[src/rtl/pipelined_control_unit.sv]
// Control unit for a 4-stage-control pipeline: combinational ID decode, EX/MEM/WB control
// registers, load-use stall, branch flush, overflow write-back suppression and a halt drain FSM.
module pipelined_control_unit #(
  parameter int unsigned OPW       = 4,
  parameter int unsigned RW        = 4,
  parameter int unsigned DRAIN_MAX = 3
) (
  input  logic           clk,
  input  logic           rst,
  input  logic [OPW-1:0] opcode_id,
  input  logic [OPW-1:0] funct_id,
  input  logic [RW-1:0]  rs_id,
  input  logic [RW-1:0]  rt_id,
  input  logic [RW-1:0]  rd_id,
  input  logic           branch_taken,
  input  logic           overflow,
  output logic           stall,
  output logic           flush_id,
  output logic           branch,
  output logic           jump,
  output logic [1:0]     offset_select,
  output logic [1:0]     branch_select,
  output logic [OPW-1:0] alu_op,
  output logic [1:0]     alu_src1,
  output logic           alu_src2,
  output logic           mem_read,
  output logic           mem_write,
  output logic           store_offset,
  output logic           reg_write,
  output logic           write_op2,
  output logic [1:0]     mem_to_reg,
  output logic           halted
);

  localparam logic [OPW-1:0] OpNop   = OPW'(4'b0000);
  localparam logic [OPW-1:0] OpAtype = OPW'(4'b0001);
  localparam logic [OPW-1:0] OpJmp   = OPW'(4'b0010);
  localparam logic [OPW-1:0] OpHalt  = OPW'(4'b0011);
  localparam logic [OPW-1:0] OpLbu   = OPW'(4'b0100);
  localparam logic [OPW-1:0] OpSb    = OPW'(4'b0101);
  localparam logic [OPW-1:0] OpLw    = OPW'(4'b0110);
  localparam logic [OPW-1:0] OpSw    = OPW'(4'b0111);
  localparam logic [OPW-1:0] OpAnd   = OPW'(4'b1001);
  localparam logic [OPW-1:0] OpOr    = OPW'(4'b1010);
  localparam logic [OPW-1:0] OpBlt   = OPW'(4'b1100);
  localparam logic [OPW-1:0] OpBgt   = OPW'(4'b1101);
  localparam logic [OPW-1:0] OpBeq   = OPW'(4'b1110);
  localparam logic [OPW-1:0] FunctOp2 = OPW'(4'b1111);

  localparam int unsigned CW = (DRAIN_MAX > 1) ? $clog2(DRAIN_MAX + 1) : 1;

  typedef struct packed {
    logic [OPW-1:0] op;
    logic [OPW-1:0] funct;
    logic [RW-1:0]  rd;
    logic           valid;
    logic           no_wb;
  } stage_t;

  typedef enum logic [1:0] {StRun, StDrain, StHalted} state_t;

  // Unknown opcodes are folded to NOP on entry so every later decode sees legal values only.
  function automatic logic [OPW-1:0] norm_op(input logic [OPW-1:0] op);
    case (op)
      OpNop, OpAtype, OpJmp, OpHalt, OpLbu, OpSb, OpLw, OpSw,
      OpAnd, OpOr, OpBlt, OpBgt, OpBeq: norm_op = op;
      default:                          norm_op = OpNop;
    endcase
  endfunction

  state_t          state_q;
  logic [CW-1:0]   drain_cnt_q;
  stage_t          ex_q, mem_q, wb_q;
  stage_t          ex_d, mem_d;
  logic [OPW-1:0]  id_op;
  logic            run, active;
  logic            ex_is_load, ex_is_branch;
  logic            id_uses_regs, load_use;
  logic            accept, halt_go, stages_empty;
  logic            unused_wb_rd;

  assign id_op        = norm_op(opcode_id);
  assign run          = (state_q == StRun);
  assign active       = (state_q != StHalted);
  assign ex_is_load   = ex_q.valid && (ex_q.op == OpLbu || ex_q.op == OpLw);
  assign ex_is_branch = ex_q.valid && (ex_q.op == OpBlt || ex_q.op == OpBgt || ex_q.op == OpBeq);
  assign id_uses_regs = !(id_op == OpNop || id_op == OpJmp || id_op == OpHalt);
  assign load_use     = ex_is_load && id_uses_regs && (ex_q.rd == rs_id || ex_q.rd == rt_id);

  assign flush_id     = run && ex_is_branch && branch_taken;
  assign accept       = run && !flush_id && !load_use && (id_op != OpHalt);
  assign halt_go      = run && !flush_id && !load_use && (id_op == OpHalt);
  assign stall        = !run || (!flush_id && load_use);
  assign stages_empty = !ex_q.valid && !mem_q.valid && !wb_q.valid;
  assign unused_wb_rd = ^wb_q.rd;

  always_comb begin
    ex_d = '0;
    if (accept) begin
      ex_d.op    = id_op;
      ex_d.funct = funct_id;
      ex_d.rd    = rd_id;
      ex_d.valid = 1'b1;
    end
    mem_d = ex_q;
    // Overflow only suppresses write-back; the instruction still travels through MEM.
    mem_d.no_wb = ex_q.no_wb | (ex_q.valid && ex_q.op == OpAtype && overflow);
  end

  always_ff @(posedge clk) begin
    if (rst) begin
      state_q     <= StRun;
      drain_cnt_q <= '0;
      halted      <= 1'b0;
      ex_q        <= '0;
      mem_q       <= '0;
      wb_q        <= '0;
    end else begin
      ex_q  <= ex_d;
      mem_q <= mem_d;
      wb_q  <= mem_q;
      case (state_q)
        StRun: begin
          if (halt_go) begin
            state_q     <= StDrain;
            drain_cnt_q <= '0;
          end
        end
        StDrain: begin
          if (stages_empty || drain_cnt_q == CW'(DRAIN_MAX - 1)) begin
            state_q <= StHalted;
            halted  <= 1'b1;
          end else begin
            drain_cnt_q <= drain_cnt_q + CW'(1);
          end
        end
        StHalted: state_q <= StHalted;
        default:  state_q <= StRun;
      endcase
    end
  end

  always_comb begin
    branch        = 1'b0;
    jump          = 1'b0;
    offset_select = 2'b00;
    branch_select = 2'b00;
    alu_op        = '0;
    alu_src1      = 2'b00;
    alu_src2      = 1'b0;
    mem_read      = 1'b0;
    mem_write     = 1'b0;
    store_offset  = 1'b0;
    reg_write     = 1'b0;
    write_op2     = 1'b0;
    mem_to_reg    = 2'b00;

    if (run && !flush_id) begin
      case (id_op)
        OpAnd, OpOr: offset_select = 2'b01;
        OpBlt: begin branch = 1'b1; offset_select = 2'b01; branch_select = 2'b00; end
        OpBgt: begin branch = 1'b1; offset_select = 2'b01; branch_select = 2'b01; end
        OpBeq: begin branch = 1'b1; offset_select = 2'b01; branch_select = 2'b10; end
        OpJmp: begin jump = 1'b1; offset_select = 2'b10; end
        default: ;
      endcase
    end

    if (active && ex_q.valid) begin
      alu_op = ex_q.op;
      case (ex_q.op)
        OpAnd, OpOr:         alu_src1 = 2'b01;
        OpBlt, OpBgt, OpBeq: alu_src1 = 2'b10;
        default: ;
      endcase
      alu_src2 = (ex_q.op == OpLbu || ex_q.op == OpSb || ex_q.op == OpLw || ex_q.op == OpSw);
    end

    if (active && mem_q.valid) begin
      mem_read     = (mem_q.op == OpLbu || mem_q.op == OpLw);
      mem_write    = (mem_q.op == OpSb || mem_q.op == OpSw);
      store_offset = (mem_q.op == OpSb);
    end

    if (active && wb_q.valid && !wb_q.no_wb) begin
      case (wb_q.op)
        OpAtype: begin reg_write = 1'b1; write_op2 = (wb_q.funct == FunctOp2); end
        OpAnd, OpOr: reg_write = 1'b1;
        OpLbu: begin reg_write = 1'b1; mem_to_reg = 2'b10; end
        OpLw:  begin reg_write = 1'b1; mem_to_reg = 2'b01; end
        default: ;
      endcase
    end
  end

endmodule
[config.mk]
export PLATFORM = sky130hd
export DESIGN_NAME = pipelined_control_unit
export DESIGN_NICKNAME = d
export VERILOG_FILES = /design/src/rtl/pipelined_control_unit.sv
export SDC_FILE = /design/constraint.sdc
export NUM_CORES = 1
export LEC_CHECK = 0
export CORE_UTILIZATION = 35
export DETAILED_ROUTE_END_ITERATION = 8
export GPL_TIMING_DRIVEN = 0
export SLEW_MARGIN = 20
export SYNTH_ARGS = -nofsm -noshare
export SYNTH_HDL_FRONTEND = slang
export SYNTH_SLANG_ARGS = --single-unit
[constraint.sdc]
create_clock -name clk -period 1.65 [get_ports clk]
set_input_delay 0.165 -clock clk [delete_from_list [all_inputs] [get_ports clk]]
set_output_delay 0.165 -clock clk [all_outputs]
set_load 0.1 [all_outputs]
# Word-level counts from Yosys, hierarchy flattened
# Index checks and enable logic that the tools add are counted.
[word_totals]
register_bits = 39
inputBits = 24
output_inout_bits = 23
[classes]
addsub = 1
n_eq_ne = 49
mux = 29
bitwise_logic = 2
reduce_logical = 54
[op_table]
columns = ["op", "count"]
rows = [
  ["$eq A4 B4 Y1 const B", 18],
  ["$eq A4 B3 Y1 const B", 14],
  ["$pmux W2 S2", 5],
  ["$logic_and A1 B1 Y1", 19],
  ["$eq A4 B2 Y1 const B", 4],
  ["$mux W2", 8],
  ["$logic_or A1 B1 Y1", 13],
  ["$mux W1", 13],
  ["$reduce_or A13 Y1", 1],
  ["$eq A4 B1 Y1 const B", 3],
  ["$reduce_or A5 Y1", 2],
  ["$eq A4 B4 Y1", 2],
  ["$logic_not A1 Y1", 8],
  ["$logic_not A4 Y1", 2],
  ["$mux W4", 2],
  ["$ne A2 B2 Y1 const B", 3],
  ["$pmux W2 S3", 1],
  ["$reduce_or A3 Y1", 2],
  ["$eq A2 B2 Y1 const B", 2],
  ["$ne A4 B2 Y1 const B", 1],
  ["$reduce_and A2 Y1", 2],
  ["$reduce_or A2 Y1", 2],
  ["$reduce_and A3 Y1", 1],
  ["$add A2 B1 Y2 const B", 1],
  ["other kinds (6)", 6],
]

# Logic depth before layout (Yosys ltp)
# Gate-level depths: netlist (run 1).
[logic_depth]
word_depth = 14
mapped_depth = 6
depth_no_buf = 6

# Worst setup path after synthesis (run 1)
# No wires, ideal clock.
[synth_timing]
path_type = "register to output"
startpoint = "register state_q[0]"
endpoint = "output port branch_select[0]"
arrival_ns = 3.979
t_required_ns = 1.485
slack_ns = -2.494
stages_incl_launch_ff = 5
path_cell_list = "dfxtp_1 inv_1 ha_1 o21ai_1 nor4b_1"
[synth_between]
elab_chain_cells = 6
[synth_lines]
columns = ["element", "line_no", "source"]
rows = [
  ["start: declaration", "71", "state_t state_q;"],
  ["start signal: assignment", "112", "state_q <= StRun;"],
  ["start signal: assignment", "125", "state_q <= StDrain;"],
  ["start signal: assignment", "131", "state_q <= StHalted;"],
  ["$logic_not A2 Y1 (*)", "83", "assign run = (state_q == StRun);"],
  ["$logic_and A1 B1 Y1 (2 in a row)", "90", "assign flush_id = run && ex_is_branch && branch_taken;"],
  ["$logic_not A1 Y1", "158", "if (run && !flush_id) begin"],
  ["$logic_and A1 B1 Y1 (*)", "158", ""],
  ["$mux W2 (*)", "158", ""],
  ["end: declaration", "22", "output logic [1:0] branch_select,"],
]
# Mark *: on every way between the ends. The rest lies on a longest branch, timed or not.

# Final worst setup path (run 1)
[layout_timing]
startpoint = "input port rs_id[3]"
endpoint = "output port stall"
[layout_between]
elab_chain_cells = 5
[layout_lines]
columns = ["element", "line_no", "source"]
rows = [
  ["start: declaration", "12", "input logic [RW-1:0] rs_id,"],
  ["$eq A4 B4 Y1", "88", "assign load_use = ex_is_load && id_uses_regs && (ex_q.rd == rs_id || ex_q.rd == rt_id);"],
  ["$logic_or A1 B1 Y1", "88", ""],
  ["$logic_and A1 B1 Y1", "88", ""],
  ["$logic_and A1 B1 Y1", "93", "assign stall = !run || (!flush_id && load_use);"],
  ["$logic_or A1 B1 Y1", "93", ""],
  ["end: declaration", "17", "output logic stall,"],
]
# Every way passes these cells.

==> impl_metrics.yaml, run 1 <==
yosys:
  synth-main-ff-cell: "dfxtp_1"
  synth_top_area_share: 0.447
  synth_top_family_by_area: "simple AND/OR/NAND/NOR gates"
  synthArstFlopShare: 0
  syn-num-nets: 201
  syn-instance-count: 172
  ys_ff_latch: 38
  yosys.area_share.xor_xnor: 0.0464
  synth_cell_types: 37
  yosysMostFrequentCell: "dfxtp_1"
  ys_top_cells_by_count: "dfxtp_1 (38), nor2b_1 (24), nor4b_1 (13)"
  synth_area_per_cell_um2: 9.89
  ys_seq_area_frac: 0.447
  synth.mux.area_fraction: 0.0155
  synthSimpleGateAreaFrac: 0.338
  synthAdderAreaFrac: 0.0368
  synth_area_mm2: 0.00170
  synth_compound_area_frac: 0.0692
  ys_warn_count: 0
  yosys.area.top_type: "dfxtp_1"
  synth_area_leaders: "dfxtp_1 (45%), nor2b_1 (8.8%), nor4b_1 (6.7%)"
  synth_enable_flop_cells: 0
detailed_routing:
  wl_per_cell_um: 16.0
  drt_iter0_drc: 43
  antenna_left: 0
  wirelength_um: 4780
  viasPerCell: 5.17
  vias: 1546
  detail_route.first_pass.iterations: 4
  drc: 0
setup_path:
  worstSetupStartpointType: "primary input"
  cp_slowest_cell: "clkdlybuf4s50_1"
  path_max_fanout: 3
  worst-path-buf-inv: 3
  critical_path_class: "primary input to output port"
  path_cells: "clkdlybuf4s50_1 -> xnor2_2 -> nand4_1 -> a211oi_4 -> buf_6 -> nand2b_4 -> buf_12"
  worstPathArrival_ns: 1.71
  cp_top_family: "buffers and inverters"
  cp.required_ns: 1.48
  cp-end-kind: "output port"
  max_stage_delay_ns: 0.52
sta:
  rsz0062_at_grt: "true"
  fin_crit_ns: 1.87
  min_period_over_period: 1.14
  setup_ws_ns: -0.224
  relSlewSlack: 0.568
  drv_slew: 0
  fin_skew_ns: 0.00499
  hold_viol: 0
  fmax_mhz: 534
  setup_viol: 17
  tightest_slew_ns: 0.648
global_route:
  grt_use_total: 0.198
  grt_pass1_vias: 1653
  grt_pass1_wl_um: 7850
  grt_antenna_before_repair: 0
  grt_overflow: 0
  grt_max_degree: 14
floorplan:
  die_w_um: 71.7
  design.core.area_mm2: 0.00450
  start_util: 0.378
  row_count: 24
  dieArea_mm2: 0.00514
  io-pin-count: 47
  die_y_um: 71.7
clock_network:
  cts.reportedPaths.clkPinSlew_ns: 0.08
  cts_root_buffer: "clkbuf_8"
  cts_buffers: 5
  clockBufferDepth: 2
  hold_buffers: 0
  cts_tree: "done"
  htreeDepth: 2
  clock_sinks: 38
  clock_latency_ns: 0.29
placed_design:
  dpl.hpwl_um: 3090
  gp_congestion: 0.727
  place_ws_ns: -1.32
  portBuffers: 43
power_and_ir_drop:
  p_per_area_mw_per_mm2: 1340
  ir_drop_v: 0.00101
  p_leak_nw: 1.17
  p_total_w: 0.00418
hold_path:
  min-delay-path-class: "primary input to flip-flop"
run:
  cap_violations: 0
run_status:
  violations: "setup timing"
  status: "finished with violations"
finish:
  fillCellCount: 312
  antennaDiodeCount: 0
  drive_above_1_share: 0.506
  synthToLayoutAreaGrowth_pct: 83.1
  nets: 275
## layer usage
metal / routed length (um) / track usage
met5: 0 / 0
met4: 60 / 0.0806
met3: 130 / 0.0408
met2: 2640 / 0.362
met1: 1940 / 0.224
## cells in the final DEF, fill, tap and decap left out, types with 4 or more instances in the layout
| cell | count |
|---|---|
| clkbuf_8 | 5 |
| nor2b_1 | 20 |
| buf_4 | 22 |
| nand4_1 | 5 |
| inv_1 | 4 |
| dfxtp_1 | 24 |
| dfxtp_2 | 9 |
| nor4b_1 | 9 |
| nand2_1 | 6 |
| buf_6 | 9 |
| buf_12 | 17 |
| dfxtp_4 | 5 |
| clkdlybuf4s50_1 | 18 |
| xnor2_1 | 6 |
## worst paths after layout
check / from / end / slack [ns] / cells after the start
setup reg to reg: state_q[1] / state_q[1] / -0.02 / 6
hold reg to reg: ex_q[9] / mem_q[9] / 0.44 / 1
hold / removal: opcode_id[1] / ex_q[11] / 0.19 / 3
setup / recovery: rs_id[3] / stall / -0.22 / 7
## area by class of cell
cell class | instances | area (um^2) | share of cell area
multi-input combinational | 119 | 1240 | 0.397
timing repair buffer | 67 | 795 | 0.255
clock buffer | 5 | 68.8 | 0.0221
buffer | 8 | 55.1 | 0.0177
tap | 52 | 65.1 | 0.0209
clock inverter | 3 | 68.8 | 0.0221
sequential | 38 | 791 | 0.254
inverter | 7 | 33.8 | 0.0108
## sequential cells by signal, indices dropped and copies added, names as in the netlist
signal and count:
ex_q 13, mem_q 10, wb_q 10, drain_cnt_q 2, state_q 2, halted 1
## kinds of logic (layout without fill, tap and decap cells)
| group | count (synthesis) | after routing |
|---|---|---|
| compound gates | 15 | 15 |
| simple gates | 88 | 88 |
| buf+inv | 15 | 90 |
| mux | 2 | 2 |
| xor+xnor | 9 | 9 |
| flops | 38 | 38 |
| fa+ha+maj | 5 | 5 |
## worst min-delay path: stages
cell and delay, ns:
buf_6 0.13, nand2_1 0.10, nor4_2 0.05
## stage by stage
| step | TNS, ns | hold slack [ns] | cells | util | instance area [um^2] |
|---|---|---|---|---|---|
| floorplan | -3.41 | 0.296 | 172 | - | 1900 |
| global placement | -20.65 | 0.418 | 267 | 0.533 | 2400 |
| detailed placement | -22.76 | 0.430 | 267 | 0.533 | 2400 |
| CTS | -1.83 | 0.124 | 293 | 0.653 | 2940 |
| global route | -3.21 | 0.195 | 299 | 0.691 | 3110 |
| finish | -1.91 | 0.190 | 299 | 0.691 | 3110 |
## repair_timing
action | in CTS | in global routing
endpoints found under the setup margin | 27 | 34
resized for setup | 213 | 33
setup buffers | 18 | 8
pin swaps | 14 | 10
## power breakdown
| group | total, W | switching, W | internal [W] | leakage (nW) |
|---|---|---|---|---|
| registers | 0.00117 | 0.000116 | 0.00106 | 0.318 |
| logic | 0.00206 | 0.00115 | 0.000915 | 0.782 |
| clock network | 0.000949 | 0.000343 | 0.000606 | 0.0683 |
| total | 0.00418 | 0.00160 | 0.00258 | 1.17 |
Power figures use the tool's default switching activity.
==> run 2, diff against run 1 <==
--- a/config.mk
+++ b/config.mk
@@ -6,6 +6,7 @@
 export NUM_CORES = 1
 export LEC_CHECK = 0
 export CORE_UTILIZATION = 35
+export CTS_CLUSTER_SIZE = 30
 export DETAILED_ROUTE_END_ITERATION = 8
 export GPL_TIMING_DRIVEN = 0
 export SLEW_MARGIN = 20
==> results of run 2 <==
Same layout as run 1: the final DEF is identical, and so are final timing and power.
==> run 3, diff against run 2 <==
--- a/config.mk
+++ b/config.mk
@@ -5,10 +5,12 @@
 export SDC_FILE = /design/constraint.sdc
 export NUM_CORES = 1
 export LEC_CHECK = 0
+export ABC_AREA = 0
 export CORE_UTILIZATION = 35
 export CTS_CLUSTER_SIZE = 30
 export DETAILED_ROUTE_END_ITERATION = 8
 export GPL_TIMING_DRIVEN = 0
+export SETUP_SLACK_MARGIN = 0.5
 export SLEW_MARGIN = 20
 export SYNTH_ARGS = -nofsm -noshare
 export SYNTH_HDL_FRONTEND = slang
==> run 3 against run 2 <==
Against the previous run: the run still ends with setup timing left; sequential share of layout area down 2.4 points; utilization rose by 6.7 points; first-iteration DRC count shrank 16%; sequential power about the same; global-route usage decreased by 0.49 points; critical endpoint unchanged; largest cell class unchanged; highest routed layer unchanged.
==> impl_metrics.yaml, run 3 (synthesis gave the netlist of run 1 again) <==
clock_network:
  clockBufferDepth: 2
  cts_root_buffer: "clkbuf_8"
  cts.reportedPaths.clkPinSlew_ns: 0.08
  htreeDepth: 2
  cts_buffers: 5
  hold_buffers: 0
  cts_tree: "done"
  clock_sinks: 38
  clock_latency_ns: 0.29
finish:
  largestRegisters: "ex_q x13, mem_q x10, wb_q x10"
  largest-register: "ex_q"
  seqCellArea_um2: 786
  fillCellCount: 264
  drive_above_1_share: 0.592
  synthToLayoutAreaGrowth_pct: 101
  largest_reg_flops: 13
  multi_input_area_mm2: 0.00143
  antennaDiodeCount: 0
  final_area_mm2: 0.00341
  final_cell_mix: "dfxtp_1 (24), nor2b_1 (20), buf_6 (19), buf_4 (19), clkdlybuf4s50_1 (18)"
  nets: 283
  final_common_cell: "dfxtp_1"
detailed_routing:
  antenna_left: 0
  viasPerCell: 5.07
  drt_iter0_drc: 36
  detail_route.first_pass.iterations: 4
  drc: 0
  wl_per_cell_um: 16.6
  vias: 1556
  wirelength_um: 5110
setup_path:
  cp-end-kind: "output port"
  ff2ff_setup_slack_ns: -0.17
  worstSetupStartpointType: "primary input"
  worst-path-buf-inv: 3
  critical_path_class: "primary input to output port"
  cp_slowest_cell: "clkdlybuf4s50_1"
  path_cells: "clkdlybuf4s50_1 -> xnor2_2 -> nand4_1 -> a211oi_4 -> buf_6 -> nand2b_4 -> buf_12"
  worstPathArrival_ns: 1.72
  path_max_fanout: 2
  cp_top_family: "buffers and inverters"
  max_stage_delay_ns: 0.51
  cp.required_ns: 1.48
power_and_ir_drop:
  p_sw_w: 0.00181
  p_per_area_mw_per_mm2: 1390
  intPower_w: 0.00295
  p_clk_frac: 0.196
  p_leak_nw: 1.30
  p_sw_frac: 0.380
  p_seq_frac: 0.247
  ir_drop_v: 0.00115
  pwr-share-comb: 0.557
placed_design:
  portBuffers: 43
  gp_congestion: 0.710
  place_ws_ns: -1.33
  place_area_mm2: 0.00244
  dpl.hpwl_um: 3020
floorplan:
  io-pin-count: 47
  die_w_um: 71.7
  dieArea_mm2: 0.00514
  start_util: 0.378
  design.core.area_mm2: 0.00450
  row_count: 24
  die_y_um: 71.7
global_route:
  grt_use_met1: 0.213
  grt_max_degree: 14
  grt_antenna_before_repair: 0
  grt_overflow: 0
  grt_pass1_wl_um: 7750
  grt_use_total: 0.193
  use_met3: 0.0267
  grt.met2_usage: 0.368
  grt_pass1_vias: 1642
  grt.busiest_layer: "met2"
sta:
  whs_ns: 0.174
  fmax_mhz: 530
  min_period_over_period: 1.14
  drv_slew: 0
  fin_skew_ns: 0.00637
  setup_ws_ns: -0.237
  tightest_slew_ns: 0.383
  hold_viol: 0
  setup_viol: 23
  relSlewSlack: 0.744
  tns_ns: -2.98
  fin_crit_ns: 1.89
  rsz0062_at_grt: "true"
run_status:
  status: "finished with violations"
  violations: "setup timing"
hold_path:
  min-delay-path-class: "primary input to flip-flop"
run:
  cap_violations: 0
==> run 3: cell count changes in the layout (fill, tap and decap cells not counted), sizes merged <==
cell      change
nand2         +1
clkbuf        -2
clkinvlp      +1
inv           -1
buf           +9
==> run 3: power by group through the flow <==
stage               Clock (W)  Sequential [W]  Combinational, W
finish               0.000932         0.00118           0.00265
global route         0.000985         0.00119           0.00277
global placement            0         0.00117           0.00139
floorplan                   0         0.00119           0.00108
CTS                  0.000955         0.00116           0.00211
detailed placement          0         0.00118           0.00141
==> run 3: area by class of cell <==
class	count	area share
multi-input cells	120	0.418
repair buffers	74	0.263
flip-flops and latches	38	0.230
clock buffers	5	0.0202
clock inverters	3	0.0202
plain buffers	8	0.0194
well taps	52	0.0191
inverters	7	0.00953
==> run 3: worst min-delay path, delay by kind of cell <==
kind,cells,cell delay (ns)
buffers and inverters,1,0.13
AND/OR/NAND/NOR,2,0.13
==> run 3: final timing paths <==
check | endpoint | start | cells after the start
worst min-delay path | ex_q[11] | opcode_id[1] | 3
worst min register to register | wb_q[0] | mem_q[0] | 1
worst max register to register | state_q[0] | state_q[0] | 8
worst max-delay path | stall | rs_id[3] | 7
==> run 3: per-layer routing <==
layer	part of all wire	routed length, um	up-vias
met4	0.014	74	0
met3	0.022	113	4
met2	0.55	2800	35
met5	0	0	-
li1	-	-	772
met1	0.42	2120	745
==> run 3: what timing repair did <==
| action | 4_1_cts | 5_1_grt |
|---|---|---|
| buffers inserted | 21 | 9 |
| cloned | 1 | 1 |
| endpoints found under the setup margin | 57 | 56 |
| gates resized for setup | 237 | 40 |
| pin swaps | 16 | 10 |
| hold endpoints to repair | 0 | 0 |
==> run 3: per-stage QoR <==
step                 util  cells  power (W)
finish              0.758    307    0.00476
global route        0.758    307    0.00494
CTS                 0.691    297    0.00422
detailed placement  0.541    267    0.00259
global placement    0.541    267    0.00256
floorplan               -    172    0.00227
